--- config.mk ---
export PLATFORM = sky130hd
export DESIGN_NAME = period_meter_flat
export DESIGN_NICKNAME = d
export VERILOG_FILES = /design/src/rtl/period_meter_if.sv /design/src/rtl/period_meter.sv /design/src/flat_wrapper.sv
export SDC_FILE = /design/constraint.sdc
export NUM_CORES = 1
export LEC_CHECK = 0
export CORE_MARGIN = 2
export CORE_UTILIZATION = 48
export CTS_CLUSTER_DIAMETER = 50
export DETAILED_ROUTE_END_ITERATION = 10
export GPL_ROUTABILITY_DRIVEN = 0
export MAX_ROUTING_LAYER = met4
export PLACE_DENSITY = 0.84
export SYNTH_ARGS = -nofsm -noshare
export SYNTH_HDL_FRONTEND = slang
export SYNTH_SLANG_ARGS = --single-unit
export TNS_END_PERCENT = 5
--- constraint.sdc ---
create_clock -name clk_in -period 2.8 [get_ports clk_in]
set_clock_uncertainty 0.15 [all_clocks]
set_input_delay 0.56 -clock clk_in [delete_from_list [all_inputs] [get_ports clk_in]]
set_output_delay 0.56 -clock clk_in [all_outputs]
set_load 0.02 [all_outputs]
--- src/rtl/period_meter_if.sv ---
// Measurement-side bundle for period_meter: enable and signal in, period/flags out.
interface period_meter_if #(
  parameter int CNT_W = 16
);
  logic             en;
  logic             sig_in;
  logic [CNT_W-1:0] period_out;
  logic             period_valid;
  logic             out_of_range;
  logic             stall;

  modport master (
    output en, sig_in,
    input  period_out, period_valid, out_of_range, stall
  );

  modport slave (
    input  en, sig_in,
    output period_out, period_valid, out_of_range, stall
  );
endinterface

--- src/rtl/period_meter.sv ---
// Period meter for a slow asynchronous square wave, counted in clk_in cycles.
// Optional build macro PERIOD_AVG_EN reports the 4-period running average instead.
module period_meter #(
  parameter int CNT_W      = 16,
  parameter int TIMEOUT    = 60000,
  parameter int MIN_PERIOD = 100,
  parameter int MAX_PERIOD = 50000
) (
  input  logic           clk_in,
  input  logic           reset_n,
  period_meter_if.slave  bus
);

  localparam logic [1:0] IDLE    = 2'd0;
  localparam logic [1:0] MEASURE = 2'd1;
  localparam logic [1:0] STALLED = 2'd2;

  logic             s1, s2, s3;
  logic             edge_det;
  logic [1:0]       state;
  logic [CNT_W-1:0] cnt, cnt_inc;
  logic             stall_q;
  logic             raw_vld;
  logic [CNT_W-1:0] raw_per;
  logic             raw_oor;
  logic             meas_hit, stall_go;

  function automatic logic range_bad(input logic [CNT_W-1:0] p);
    return (p < CNT_W'(MIN_PERIOD)) || (p > CNT_W'(MAX_PERIOD));
  endfunction

  assign edge_det = s2 & ~s3;
  assign cnt_inc  = cnt + 1'b1;
  assign meas_hit = bus.en && (state == MEASURE) && edge_det;
  // An edge landing on the timeout cycle wins: it is reported as a period.
  assign stall_go = bus.en && (state == MEASURE) && !edge_det &&
                    (cnt_inc == CNT_W'(TIMEOUT));

  always_ff @(posedge clk_in or negedge reset_n) begin
    if (!reset_n) begin
      s1 <= 1'b0;
      s2 <= 1'b0;
      s3 <= 1'b0;
    end else begin
      s1 <= bus.sig_in;
      s2 <= s1;
      s3 <= s2;
    end
  end

  always_ff @(posedge clk_in or negedge reset_n) begin
    if (!reset_n) begin
      state   <= IDLE;
      cnt     <= '0;
      stall_q <= 1'b0;
      raw_vld <= 1'b0;
      raw_per <= '0;
      raw_oor <= 1'b0;
    end else begin
      raw_vld <= meas_hit;
      if (!bus.en) begin
        state   <= IDLE;
        cnt     <= '0;
        stall_q <= 1'b0;
      end else begin
        case (state)
          IDLE: begin
            if (edge_det) begin
              state <= MEASURE;
              cnt   <= '0;
            end
          end
          MEASURE: begin
            if (edge_det) begin
              cnt     <= '0;
              raw_per <= cnt_inc;
              raw_oor <= range_bad(cnt_inc);
            end else if (stall_go) begin
              state   <= STALLED;
              stall_q <= 1'b1;
              raw_per <= '0;
              raw_oor <= 1'b1;
            end else begin
              cnt <= cnt_inc;
            end
          end
          STALLED: begin
            if (edge_det) begin
              state   <= MEASURE;
              cnt     <= '0;
              stall_q <= 1'b0;
            end
          end
          default: state <= IDLE;
        endcase
      end
    end
  end

  assign bus.stall = stall_q;

`ifdef PERIOD_AVG_EN
  logic [3:0][CNT_W-1:0] hist;
  logic [CNT_W+1:0]      sum, sum_nxt;
  logic [CNT_W-1:0]      avg_nxt, avg_per;
  logic [2:0]            fill;
  logic                  avg_vld, avg_oor;

  // Unfilled slots are zero, so subtracting hist[3] is harmless during fill.
  assign sum_nxt = sum + (CNT_W+2)'(raw_per) - (CNT_W+2)'(hist[3]);
  assign avg_nxt = sum_nxt[CNT_W+1:2];

  always_ff @(posedge clk_in or negedge reset_n) begin
    if (!reset_n) begin
      hist    <= '0;
      sum     <= '0;
      fill    <= '0;
      avg_vld <= 1'b0;
      avg_per <= '0;
      avg_oor <= 1'b0;
    end else if (!bus.en || stall_go) begin
      hist    <= '0;
      sum     <= '0;
      fill    <= '0;
      avg_vld <= 1'b0;
      if (stall_go) begin
        avg_per <= '0;
        avg_oor <= 1'b1;
      end
    end else if (raw_vld) begin
      hist    <= {hist[2:0], raw_per};
      sum     <= sum_nxt;
      fill    <= (fill == 3'd4) ? fill : fill + 3'd1;
      avg_vld <= (fill >= 3'd3);
      if (fill >= 3'd3) begin
        avg_per <= avg_nxt;
        avg_oor <= range_bad(avg_nxt);
      end
    end else begin
      avg_vld <= 1'b0;
    end
  end

  assign bus.period_out   = avg_per;
  assign bus.out_of_range = avg_oor;
  assign bus.period_valid = avg_vld;
`else
  assign bus.period_out   = raw_per;
  assign bus.out_of_range = raw_oor;
  assign bus.period_valid = raw_vld;
`endif

endmodule

--- src/flat_wrapper.sv ---
// flat-port wrapper written by rule: the top's interface ports become plain ports
module period_meter_flat 
#(
  parameter int CNT_W      = 16,
  parameter int TIMEOUT    = 60000,
  parameter int MIN_PERIOD = 100,
  parameter int MAX_PERIOD = 50000
)
  (clk_in, reset_n, bus_en, bus_sig_in, bus_period_out, bus_period_valid, bus_out_of_range, bus_stall);
  period_meter_if #(.CNT_W(CNT_W)) bus_i ();
  input  logic clk_in;
  input  logic reset_n;
  input wire logic [$bits(bus_i.en)-1:0] bus_en;
  input wire logic [$bits(bus_i.sig_in)-1:0] bus_sig_in;
  output wire logic [$bits(bus_i.period_out)-1:0] bus_period_out;
  output wire logic [$bits(bus_i.period_valid)-1:0] bus_period_valid;
  output wire logic [$bits(bus_i.out_of_range)-1:0] bus_out_of_range;
  output wire logic [$bits(bus_i.stall)-1:0] bus_stall;
  assign bus_i.en = bus_en;
  assign bus_i.sig_in = bus_sig_in;
  assign bus_period_out = bus_i.period_out;
  assign bus_period_valid = bus_i.period_valid;
  assign bus_out_of_range = bus_i.out_of_range;
  assign bus_stall = bus_i.stall;
  period_meter #(.CNT_W(CNT_W), .TIMEOUT(TIMEOUT), .MIN_PERIOD(MIN_PERIOD), .MAX_PERIOD(MAX_PERIOD)) u_core (.clk_in(clk_in), .reset_n(reset_n), .bus(bus_i));
endmodule
==> impl_metrics.toml <==
[pwr]
p_sw_mw = 0.258
p_per_area_nw_per_um2 = 364
comb_power_share_pct = 7.9
peakVddDrop_v = 0.000263
seq_power_share_pct = 55.1
swShare_pct = 23.9
p_clk_share_pct = 37.0
p_int_mw = 0.821
p_leak_nw = 1.26

[drt]
ant_nets = 0
dr_total_vias = 2089
routed_wl_mm = 5.89
drt_iter0_drc = 134
viasPerCell = 5.97
wl_per_cell_um = 16.8
drc = 0
first_pass_iters = 4

[final_layout]
nets = 302
final_cell_count_no_fill = 350
syn_to_final_growth_pct = 32.5
finalInstanceArea_sq_um = 2970
n_antenna_cell = 0
final_layout_size_suffix_gt1_share_pct = 27.2
fin_util_pct = 67.2

[setup_path]
slowest_stage = "or4b_4"
crit_required_ns = 2.87
critical_path_class = "register to register"
max_stage_delay_ns = 0.59
critPathLaunchType = "register"
arrival_ns = 2.87
cpLargestDelayFamily = "simple AND/OR/NAND/NOR gates"
cp_max_fo = 8
cp_num_buf_inv = 3
crit_chain = "ha_4, buf_4, and3_1, o21ai_2, a32oi_1, or4b_4, buf_6, o31ai_4, buf_6, a21oi_1, o21ai_1"
crit_top_cell = "buf_6"
worstSetupEndpointType = "register"

[clocking]
cts_buffer_depth = 2
cts-root-buf = "clkbuf_8"
insertion_delay_ns = 0.30
numCtsBuffers = 5
cts_max_level = 2
clkTransAtPathRegs_ns = 0.08
ctsHoldBuffers = 0
cts_tree = "yes"
clkSinkCount = 40

[synth]
syn-instance-count = 238
synth_most_common_cell = "dfrtp_1"
synth_seq_cells = 40
syn_nets = 243
synth-main-ff-cell = "dfrtp_1"
syn-cell-area_sq_um = 2240
synth_async_sr_flop_share_pct = 100
ys_seq_area_share_pct = 44.7
yosysWarnings = 0
synthTopCellsByArea = "dfrtp_1, xnor2_1, a22o_1"
synth-edff-count = 0
yosysUniqueCellTypes = 52
synth.avg_cell_area_sq_um = 9.41
synthTopCellsByCount = "dfrtp_1, nor2_1, nand2_1"
yosys.area.top_type = "dfrtp_1"
synth_top_area_share_pct = 44.7

[timing]
slew_headroom_pct = 43.9
setup_slack_ns = -0.00190
slew_violations = 0
fin_setup_tns_ns = -0.00190
period_needed_ns = 2.80
max_freq_mhz = 357
rsz0062_at_grt = "yes"
worstMarginPinSlew_ns = 0.841
setup_viol = 1
fin_crit_sh_pct = 100
finalHoldViolations = 0

[die]
row_count = 24
initial_core_util_pct = 50.7
dieArea_sq_um = 5230
core-area_sq_um = 4410
die_h_um = 72.3
die_x_um = 72.3
num_io_pins = 23

[worst_hold_path]
holdCritPathClass = "register to register"

[global_route]
first_global_vias = 1900
grt_pass1_wl_mm = 9.25
antenna_found_initial = 0
grt_max_degree = 41
grt-ovfl-total = 0
grt_use_total_pct = 23.9

[placement]
hpwl_mm = 4.10
dpl_cell_area_sq_um = 2760
place_inst = 339
port_buffers = 22

[run_status]
violations = "setup timing"
status = "finished, violations left"

[run]
drv_cap = 0
==> path summary, 6_finish.rpt <==
path                            cells past startpoint           from  slack [ns]              end
worst max register to register                     11  u_core.cnt[0]      -0.002   u_core.cnt[11]
worst max-delay path                               11  u_core.cnt[0]      -0.002   u_core.cnt[11]
max in group asynchronous                           1        reset_n        1.71    u_core.cnt[0]
min in group asynchronous                           1        reset_n        0.22  u_core.state[0]
worst min-delay path                                0      u_core.s1        0.20        u_core.s2
worst min register to register                      0      u_core.s1        0.20        u_core.s2
==> cell type report <==
type / count / area, sq um
Clock buffer: 6 / 82.6
Clock inverter: 2 / 15.0
Fill cell: 335 / 1450
Inverter: 8 / 30.0
Multi-Input combinational cell: 173 / 1190
Sequential cell: 40 / 1010
Tap cell: 52 / 65.1
Timing Repair Buffer: 69 / 579
==> registers in the layout (all words and copies together), names as in the netlist <==
name,cells
u_core.bus.out_of_range,1
u_core.bus.period_out,16
u_core.bus.period_valid,1
u_core.bus.stall,1
u_core.cnt,16
u_core.s1,1
u_core.s2,1
u_core.s3,1
u_core.state,2
==> cells by family after synthesis <==
logic type	count (synthesis)	share of synthesized area, %
xor+xnor	14	5.48
compound gates	69	22.5
flops	40	44.7
mux	1	0.447
buf+inv	25	5.42
simple gates	88	20.8
fa+ha+maj	1	0.559
==> timing repair <==
| item | in CTS | in global routing |
|---|---|---|
| setup endpoints to repair | 32 | 25 |
| pin swaps | 0 | 10 |
| resized for setup | 3 | 22 |
| cloned | 0 | 0 |
| buffers inserted | 0 | 3 |
==> power by group through the flow <==
stage	Combinational, mW	Clock (mW)	Sequential, mW
2_1_floorplan	0.0357	0	0.611
3_5_place_dp	0.0811	0	0.605
5_1_grt	0.0946	0.437	0.595
6_report	0.0855	0.399	0.594
3_3_place_gp	0.0810	0	0.604
4_1_cts	0.0825	0.411	0.594
==> per-layer routing <==
layer / part of all wire, % / track usage (%) / vias up / wire length [um]
met2: 49 / 36.7 / 92 / 2870
met3: 6.1 / 5.42 / 13 / 360
li1: - / - / 993 / -
met1: 43 / 30.8 / 991 / 2540
met5: 0 / - / - / 0
met4: 2.2 / 9.43 / 0 / 128
==> metrics by stage <==
step | power (mW) | setup slack (ns) | hold slack [ns]
floorplan | 0.647 | -0.116 | 0.114
detailed placement | 0.686 | -0.131 | 0.187
CTS | 1.09 | -0.0917 | 0.204
global placement | 0.685 | -0.0471 | 0.184
global route | 1.13 | -0.105 | 0.220
finish | 1.08 | -0.00190 | 0.201
==> cell usage in the layout, fill, tap and decap left out, drive strengths merged, types with 7 or more instances in the layout <==
master / count
buf: 48
nor2: 20
a21oi: 11
xnor2: 13
nor3: 8
dfrtp: 40
o21ai: 18
nand3: 12
clkdlybuf4s50: 21
o2bb2ai: 7
inv: 8
a22o: 10
nand2: 18
Note: power is estimated with default switching activity, not from simulation.
